$ cat src/rtl/rx_block_pkg.sv
// rtl/rx_block_pkg.sv - shared types and constants for the RX 128b/130b block aligner
package rx_block_pkg;

    typedef enum logic [1:0] {
        UNALIGNED = 2'd0,
        ALIGNED   = 2'd1,
        LOCKED    = 2'd2
    } align_state_t;

    localparam logic [1:0]  SH_DATA         = 2'b01;
    localparam logic [1:0]  SH_OS           = 2'b10;
    localparam logic [31:0] EIEOS_BEAT      = 32'hFF00FF00;
    localparam int          BEATS_PER_BLOCK = 4;

    function automatic logic sh_valid(input logic [1:0] sh);
        return (sh == SH_DATA) || (sh == SH_OS);
    endfunction

endpackage

$ cat src/rtl/rx_eieos_detector.sv
// rtl/rx_eieos_detector.sv - EIEOS search: counts matching beats from a candidate block start
module rx_eieos_detector
    import rx_block_pkg::*;
(
    input  logic        CLK,
    input  logic        RST_L,
    input  logic        en_i,
    input  logic        valid_i,
    input  logic [31:0] data_i,
    input  logic [1:0]  sh_i,
    output logic        found_o
);

    logic [2:0] match_cnt_q, match_cnt_d;
    logic       is_eieos, is_cand;

    assign is_eieos = (data_i == EIEOS_BEAT);
    assign is_cand  = is_eieos && (sh_i == SH_OS);

    always_ff @(posedge CLK or negedge RST_L) begin
        if (!RST_L) match_cnt_q <= '0;
        else        match_cnt_q <= match_cnt_d;
    end

    always_comb begin
        match_cnt_d = match_cnt_q;
        found_o     = 1'b0;
        if (!en_i) begin
            match_cnt_d = '0;
        end else if (valid_i) begin
            if (match_cnt_q == 3'd0) begin
                match_cnt_d = is_cand ? 3'd1 : 3'd0;
            end else if (is_eieos) begin
                // The last beat of the EIEOS block completes alignment and rearms the search
                if (match_cnt_q == 3'(BEATS_PER_BLOCK - 1)) begin
                    found_o     = 1'b1;
                    match_cnt_d = '0;
                end else begin
                    match_cnt_d = match_cnt_q + 3'd1;
                end
            end else begin
                match_cnt_d = is_cand ? 3'd1 : 3'd0;
            end
        end
    end

endmodule

$ cat src/rtl/rx_block_align_ctrl.sv
// rtl/rx_block_align_ctrl.sv - per-lane RX block alignment, beat sequencing and sync-header monitor
module rx_block_align_ctrl
    import rx_block_pkg::*;
#(
    parameter int ERR_THRESH  = 4,
    parameter int LOCK_BLOCKS = 8
) (
    input  logic        CLK,
    input  logic        RST_L,
    input  logic        RX_Valid,
    input  logic [31:0] RX_Data,
    input  logic [0:1]  RX_Sync_Header,
    input  logic        Realign_Req,
    output logic [31:0] RX_Data_Out,
    output logic        RX_Data_Valid_Out,
    output logic        RX_Start_Block,
    output logic [1:0]  RX_Beat_Idx,
    output logic        Block_Type,
    output logic        Sync_Err,
    output logic        Aligned,
    output logic        Locked
);

    align_state_t state_q, state_d;
    logic [1:0]   beat_cnt_q, beat_cnt_d;
    logic [3:0]   good_cnt_q, good_cnt_d;
    logic [3:0]   bad_cnt_q, bad_cnt_d;
    logic [31:0]  data_q;
    logic         dvalid_q, dvalid_d;
    logic         start_q, start_d;
    logic [1:0]   idx_q, idx_d;
    logic         btype_q, btype_d;
    logic         serr_q, serr_d;
    logic         found, is_aligned, hdr_ok;

    assign is_aligned = (state_q != UNALIGNED);
    assign hdr_ok     = sh_valid(RX_Sync_Header);

    rx_eieos_detector u_eieos (
        .CLK     (CLK),
        .RST_L   (RST_L),
        .en_i    ((state_q == UNALIGNED) && !Realign_Req),
        .valid_i (RX_Valid),
        .data_i  (RX_Data),
        .sh_i    (RX_Sync_Header),
        .found_o (found)
    );

    always_ff @(posedge CLK or negedge RST_L) begin
        if (!RST_L) begin
            state_q    <= UNALIGNED;
            beat_cnt_q <= '0;
            good_cnt_q <= '0;
            bad_cnt_q  <= '0;
            data_q     <= '0;
            dvalid_q   <= 1'b0;
            start_q    <= 1'b0;
            idx_q      <= '0;
            btype_q    <= 1'b0;
            serr_q     <= 1'b0;
        end else begin
            state_q    <= state_d;
            beat_cnt_q <= beat_cnt_d;
            good_cnt_q <= good_cnt_d;
            bad_cnt_q  <= bad_cnt_d;
            data_q     <= RX_Data;
            dvalid_q   <= dvalid_d;
            start_q    <= start_d;
            idx_q      <= idx_d;
            btype_q    <= btype_d;
            serr_q     <= serr_d;
        end
    end

    always_comb begin
        state_d    = state_q;
        beat_cnt_d = beat_cnt_q;
        good_cnt_d = good_cnt_q;
        bad_cnt_d  = bad_cnt_q;
        if (Realign_Req) begin
            state_d    = UNALIGNED;
            beat_cnt_d = '0;
            good_cnt_d = '0;
            bad_cnt_d  = '0;
        end else if (state_q == UNALIGNED) begin
            if (found) begin
                state_d    = ALIGNED;
                beat_cnt_d = '0;
            end
        end else if (RX_Valid) begin
            beat_cnt_d = beat_cnt_q + 2'd1;
            if (beat_cnt_q == 2'd0) begin
                if (hdr_ok) begin
                    bad_cnt_d = '0;
                    if (good_cnt_q < 4'(LOCK_BLOCKS)) good_cnt_d = good_cnt_q + 4'd1;
                    if ((state_q == ALIGNED) && (good_cnt_d == 4'(LOCK_BLOCKS))) state_d = LOCKED;
                end else begin
                    good_cnt_d = '0;
                    bad_cnt_d  = bad_cnt_q + 4'd1;
                    if (bad_cnt_d == 4'(ERR_THRESH)) begin
                        state_d    = UNALIGNED;
                        beat_cnt_d = '0;
                        bad_cnt_d  = '0;
                    end
                end
            end
        end
    end

    // The beat presented alongside Realign_Req is already dropped from the aligned stream
    always_comb begin
        dvalid_d = RX_Valid && is_aligned && !Realign_Req;
        start_d  = dvalid_d && (beat_cnt_q == 2'd0);
        idx_d    = dvalid_d ? beat_cnt_q : idx_q;
        btype_d  = start_d ? (RX_Sync_Header == SH_OS) : btype_q;
        serr_d   = start_d && !hdr_ok;
    end

    assign RX_Data_Out       = data_q;
    assign RX_Data_Valid_Out = dvalid_q;
    assign RX_Start_Block    = start_q;
    assign RX_Beat_Idx       = idx_q;
    assign Block_Type        = btype_q;
    assign Sync_Err          = serr_q;
    assign Aligned           = is_aligned;
    assign Locked            = (state_q == LOCKED);

endmodule

$ cat config.mk
export PLATFORM = sky130hd
export DESIGN_NAME = rx_block_align_ctrl
export DESIGN_NICKNAME = d
export VERILOG_FILES = /design/src/rtl/rx_block_pkg.sv /design/src/rtl/rx_eieos_detector.sv /design/src/rtl/rx_block_align_ctrl.sv
export SDC_FILE = /design/constraint.sdc
export NUM_CORES = 1
export LEC_CHECK = 0
export ABC_AREA = 1
export CAP_MARGIN = 20
export CORE_MARGIN = 2
export CORE_UTILIZATION = 30
export CTS_CLUSTER_DIAMETER = 150
export DETAILED_ROUTE_END_ITERATION = 8
export GPL_TIMING_DRIVEN = 0
export PLACE_DENSITY = 0.61
export SLEW_MARGIN = 20
export SYNTH_ARGS = -nofsm -noshare
export SYNTH_HDL_FRONTEND = slang
export SYNTH_HIERARCHICAL = 1
export SYNTH_SLANG_ARGS = --single-unit
$ cat constraint.sdc
create_clock -name CLK -period 3.6 [get_ports CLK]
set_clock_uncertainty 0.1 [all_clocks]
set_input_delay 0.9 -clock CLK [delete_from_list [all_inputs] [get_ports CLK]]
set_output_delay 0.9 -clock CLK [all_outputs]
set_load 0.02 [all_outputs]
== Word-level counts from Yosys, hierarchy flattened ==
Cells that the tools add are included.

* Register bits: 53
* Bits in latches: 0
* Memory bits (writable): 0
* Bits in read-only memories: 0
* Input bits: 38
* Output and inout bits: 40
* Word-level logic and storage cells: 93
* Memories kept: 0

* Add/subtract/negate cells: 4
* Multiply operators: 0
* Divide/modulo/power cells: 0
* Order comparisons: 1
* Equal/unequal tests: 12
* Shift operators: 0
* Multiplexer cells: 43
* Bitwise gates (word level): 0
* Reductions and logical operators: 22

{| class="wikitable"
|+ Operators by type and width
! kind !! number
|-
| $mux 4 || 17
|-
| $eq 32x32->1 const B || 1
|-
| $mux 2 || 15
|-
| $mux 3 || 5
|-
| $add 4x1->4 const B || 2
|-
| $logic_and 1x1->1 || 7
|-
| $mux 1 || 6
|-
| $reduce_bool 2->1 || 3
|-
| $reduce_bool 3->1 || 2
|-
| $reduce_and 5->1 || 1
|-
| $eq 2x1->1 const B || 2
|-
| $eq 2x2->1 const B || 2
|-
| $eq 4x3->1 const B || 1
|-
| $eq 4x4->1 const B || 1
|-
| $logic_not 2->1 || 2
|-
| $lt 4x4->1 const B || 1
|-
| $ne 2x2->1 const B || 2
|-
| $ne 4x2->1 const B || 1
|-
| $reduce_bool 4->1 || 1
|-
| $add 3x1->3 const B || 1
|-
| $eq 3x2->1 const B || 1
|-
| $logic_not 3->1 || 1
|-
| $ne 3x3->1 const B || 1
|-
| $reduce_and 3->1 || 1
|-
| 4 further kinds || 5
|}

== Depth between registers and ports, before layout ==
* Depth in word-level cells: 15
* Gate-level depth with buffers: 15
* Depth with buffers taken out: 15

== Hierarchy ==
The synthesis kept the hierarchy.

{| class="wikitable"
|+ Modules (own cells, without submodules)
! module !! instances !! cells an instance !! area each (sq um)
|-
| rx_block_align_ctrl || 1 || 144 || 1789.2
|-
| rx_eieos_detector || 1 || 80 || 427.9
|}

== Least setup slack after synthesis ==
OpenSTA, ideal clock, no wires.

* Path kind: input port to flip-flop
* From: input Realign_Req
* To: register state_q[0]
* Library setup time: 0.117 ns
* Arrival: 1.998 ns
* Required time: 3.383 ns
* Slack: 1.385 ns
* Cell stages on the path: 12
* Path buffers: 0
* Cell sequence: nor2_1 nand2_1 nor2_2 nand3_2 nor2_2 inv_1 nor2_1 nor2_2 a21oi_4 nand2_2 nand2_1 nand2_1

* Longest elaborated chain between the ends: 5
* Elaborated cells on any way between the ends: 10
* Classes of those cells: 2 x eq/ne; 2 x mux; 6 x reduce/logical

{| class="wikitable"
|+ RTL lines
! item !! RTL line !! RTL
|-
| from (decl) || rx_block_align_ctrl.sv:13 || <nowiki>input logic Realign_Req,</nowiki>
|-
| $logic_not 1->1 || rx_block_align_ctrl.sv:42 || <nowiki>.en_i ((state_q == UNALIGNED) && !Realign_Req),</nowiki>
|-
| $logic_and 1x1->1 || rx_block_align_ctrl.sv:42 ||
|-
| $mux 1 || rx_eieos_detector.sv:28 || <nowiki>if (!en_i) begin</nowiki>
|-
| named net found || rx_block_align_ctrl.sv:34 || <nowiki>logic found, is_aligned, hdr_ok;</nowiki>
|-
| $ne 3x3->1 (no source line) || n/a ||
|-
| $reduce_and 5->1 (no source line) || n/a ||
|-
| to (signal assigned) || rx_block_align_ctrl.sv:62 || <nowiki>state_q <= state_d;</nowiki>
|-
| to (decl) || rx_block_align_ctrl.sv:24 || <nowiki>align_state_t state_q, state_d;</nowiki>
|}

The timed path passes the listed nets, and every way through them passes these cells.
A chain may end at the register's enable or synchronous reset.

== Final worst setup path ==
* From: input Realign_Req
* To: register state_q[1]

Same word-level chain as after synthesis.

==> metrics <==
TritonCTS clock tree=built; Chip Height=between 80 and 90 um; drt pass-1 iters=4; residual DRC count=0; Routed Antenna Nets=0; Req. time, crit path=3.71 ns; total power=about 0.0014 W; Mapped Avg Cell Area=~9.9 um2; H-tree levels=2; Critical Path Fanout Max=5; Setup violations, final=0; vias in the first global route=approximately 1800; TritonCTS Sinks=53; wire per inst=~12 um; CP peak stage delay=roughly 0.5 ns; Worst Path Buf+Inv=2; Peak VDD IR=between 0.15 and 0.2 mV; routability cong.=between 0.8 and 0.9; Via density=between 4 and 5; Synth cell types=25; flop and latch count out of synthesis=53; RSZ-0062 raised after global routing=false; cell area power density=around 440 mW/mm2; number of CTS-inserted buffers=5; Synth Instances=between 200 and 250; Slew headroom=a little under three fifths; CTS Root Cell=clkbuf_8; sequential fraction of the synthesis area=around 60%; WS Path Type=input port to flip-flop; fraction of layout cells with a size suffix above 1=around an eighth; Worst-path clk slew=roughly 0.090 ns; Syn-to-layout area delta=44.1%; dpl cells=400; Hold WS=between 0.4 and 0.5 ns; MaxCap Viol Count=0; Static Leak=1.42 nW; Max clock buf depth=2; Mapped Area=between 0.002 and 0.0025 mm2; CP startpoint kind=input port; Worst Setup SP=Realign_Req; status=completed; hold_sp=state_q[1]; drt total wl=roughly 4.7 mm; Post-Syn Nets=approximately 270; HPWL Detailed=around 3.6 mm; PortBufs=77; Slowest cell on crit path=clkdlybuf4s50_1; number of setup buffers added after CTS=0; core area=0.00721 mm2; CP top delay family=simple AND/OR/NAND/NOR gates; Arrival @ worst endpoint=between 2 and 3 ns; f_max=about 0.38 GHz; first-pass GRT wire length=~7.9 mm; crit path capture type=flip-flop; IO Pins=around 80; minimum clock period after layout=2.65 ns; Ys Warns=6; CTS resizes=0; final hold violations=0; commonest non-fill, non-tap cell in the layout=clkdlybuf4s50_1; # rows=31; fin crit share=73.7%; Hold Path Class=flip-flop to flip-flop; nets=approximately 350; Worst-Margin Slew=~0.66 ns; register area=~0.0013 mm2; Die X=~90 um; via count=roughly 1800; Slew Viols, Final=0; Die ar.=~0.008 mm2; drt initial violations=59; Initial Utilization=30.7%; finished layout cell area=around 0.0032 mm2; initial antenna violation count=0; critical path cell sequence=clkdlybuf4s50_1 -> nor2_1 -> nand2_1 -> nor2_2 -> nand3_2 -> nor2_2 -> inv_1 -> nor2_1 -> nor2_2 -> a21oi_4 -> nand2_2 -> nand2_1 -> nand2_1; area of the multi-input gates=774 um2; most frequent cells in the layout=clkdlybuf4s50_1, nand2_1, dfrtp_1; final std cells w/o fill=407; total global-route track usage=12.2%; Placed Area=0.00311 mm2; diodes inserted=0; fill count=724; clk_lat worst skew=around 0.30 ns; total grt overflow=0; Core Util, Final=44.3%; worst r2r src=state_q[1]; largest net degree at the start of global routing=54; cts hold-fix bufs=0
## state kept, by name (all words and copies together) (netlist names)
name                 flops
Block_Type               1
RX_Beat_Idx              2
RX_Data_Out             32
RX_Data_Valid_Out        1
RX_Start_Block           1
Sync_Err                 1
bad_cnt_q                4
beat_cnt_q               2
good_cnt_q               4
state_q                  2
u_eieos/match_cnt_q      3
## where the power goes
group | internal [W] | switching, W
clock network | 0.000134 | 0.000191
logic | 0.000175 | 0.000235
registers | 0.000646 | 0.0000270
## tightest hold or removal path, delay by kind of cell, from the launching register on
kind          cells  cell delay [ns]
simple gates      2             0.11
flops             1             0.37
## through the flow
stage / setup slack, ns / TNS [ns]
global placement: -0.0870 / -4.47
detailed placement: 0.592 / 0
floorplan: 1.39 / 0
global route: 0.713 / 0
CTS: 0.918 / 0
finish: 0.948 / 0
## final cells by class
class                      instances  share of cell area [%]
sequential                        53                    41.5
multi-input combinational        140                    24.2
timing repair buffer              77                    24.1
tap                               99                    3.88
inverter                          31                    3.64
clock buffer                       5                    2.15
clock inverter                     2                   0.509
## logic make-up after synthesis
logic type | count (synthesis) | share of synthesized area [%]
flip-flops | 53 | 59.8
multiplexers | 1 | 0.508
buffers and inverters | 31 | 5.25
AND/OR/NAND/NOR | 113 | 24.8
adder cells (fa/ha/maj) | 7 | 3.95
AO/OA/AOI/OAI | 19 | 5.70
## final timing paths
path                             endpoint  slack [ns]  cells after the start
min reg2reg                    state_q[1]        0.40                      2
max reg2reg                    state_q[1]        1.46                     14
max                            state_q[1]        0.95                     13
min in group asynchronous   good_cnt_q[1]        0.52                      1
max in group asynchronous  RX_Data_Out[1]        2.45                      1
min                            state_q[1]        0.40                      2
## layer usage
layer	wire, um	GRT usage [%]	part of all wire [%]
met5	0	0	0
met4	76	4.49	1.6
met3	294	4.19	6.2
met2	2260	19.4	48
met1	2110	15.3	45
## cells in the mapped netlist
library cell | instances | share of area (%)
a21boi_0 | 1 | 0.34
nor2_4 | 1 | 0.51
nand2_1 | 54 | 9.1
inv_2 | 9 | 1.5
nand2_2 | 4 | 1.1
nand2_4 | 1 | 0.51
o21ai_1 | 2 | 0.45
o22ai_1 | 4 | 1.1
dfrtp_1 | 53 | 60
a21oi_4 | 1 | 0.73
a21oi_2 | 1 | 0.40
nor2_2 | 9 | 2.5
nand3b_1 | 1 | 0.34
nand4_1 | 8 | 2.3
mux2_2 | 1 | 0.51
nand3_1 | 12 | 2.7
a32o_1 | 1 | 0.45
nand3_2 | 1 | 0.45
o21ai_0 | 7 | 1.6
nor2_1 | 20 | 3.4
ha_1 | 7 | 4.0
a21oi_1 | 1 | 0.23
nand2_8 | 2 | 1.8
inv_1 | 22 | 3.7
o21ai_2 | 1 | 0.40
Note: power is estimated with default switching activity, not from simulation.
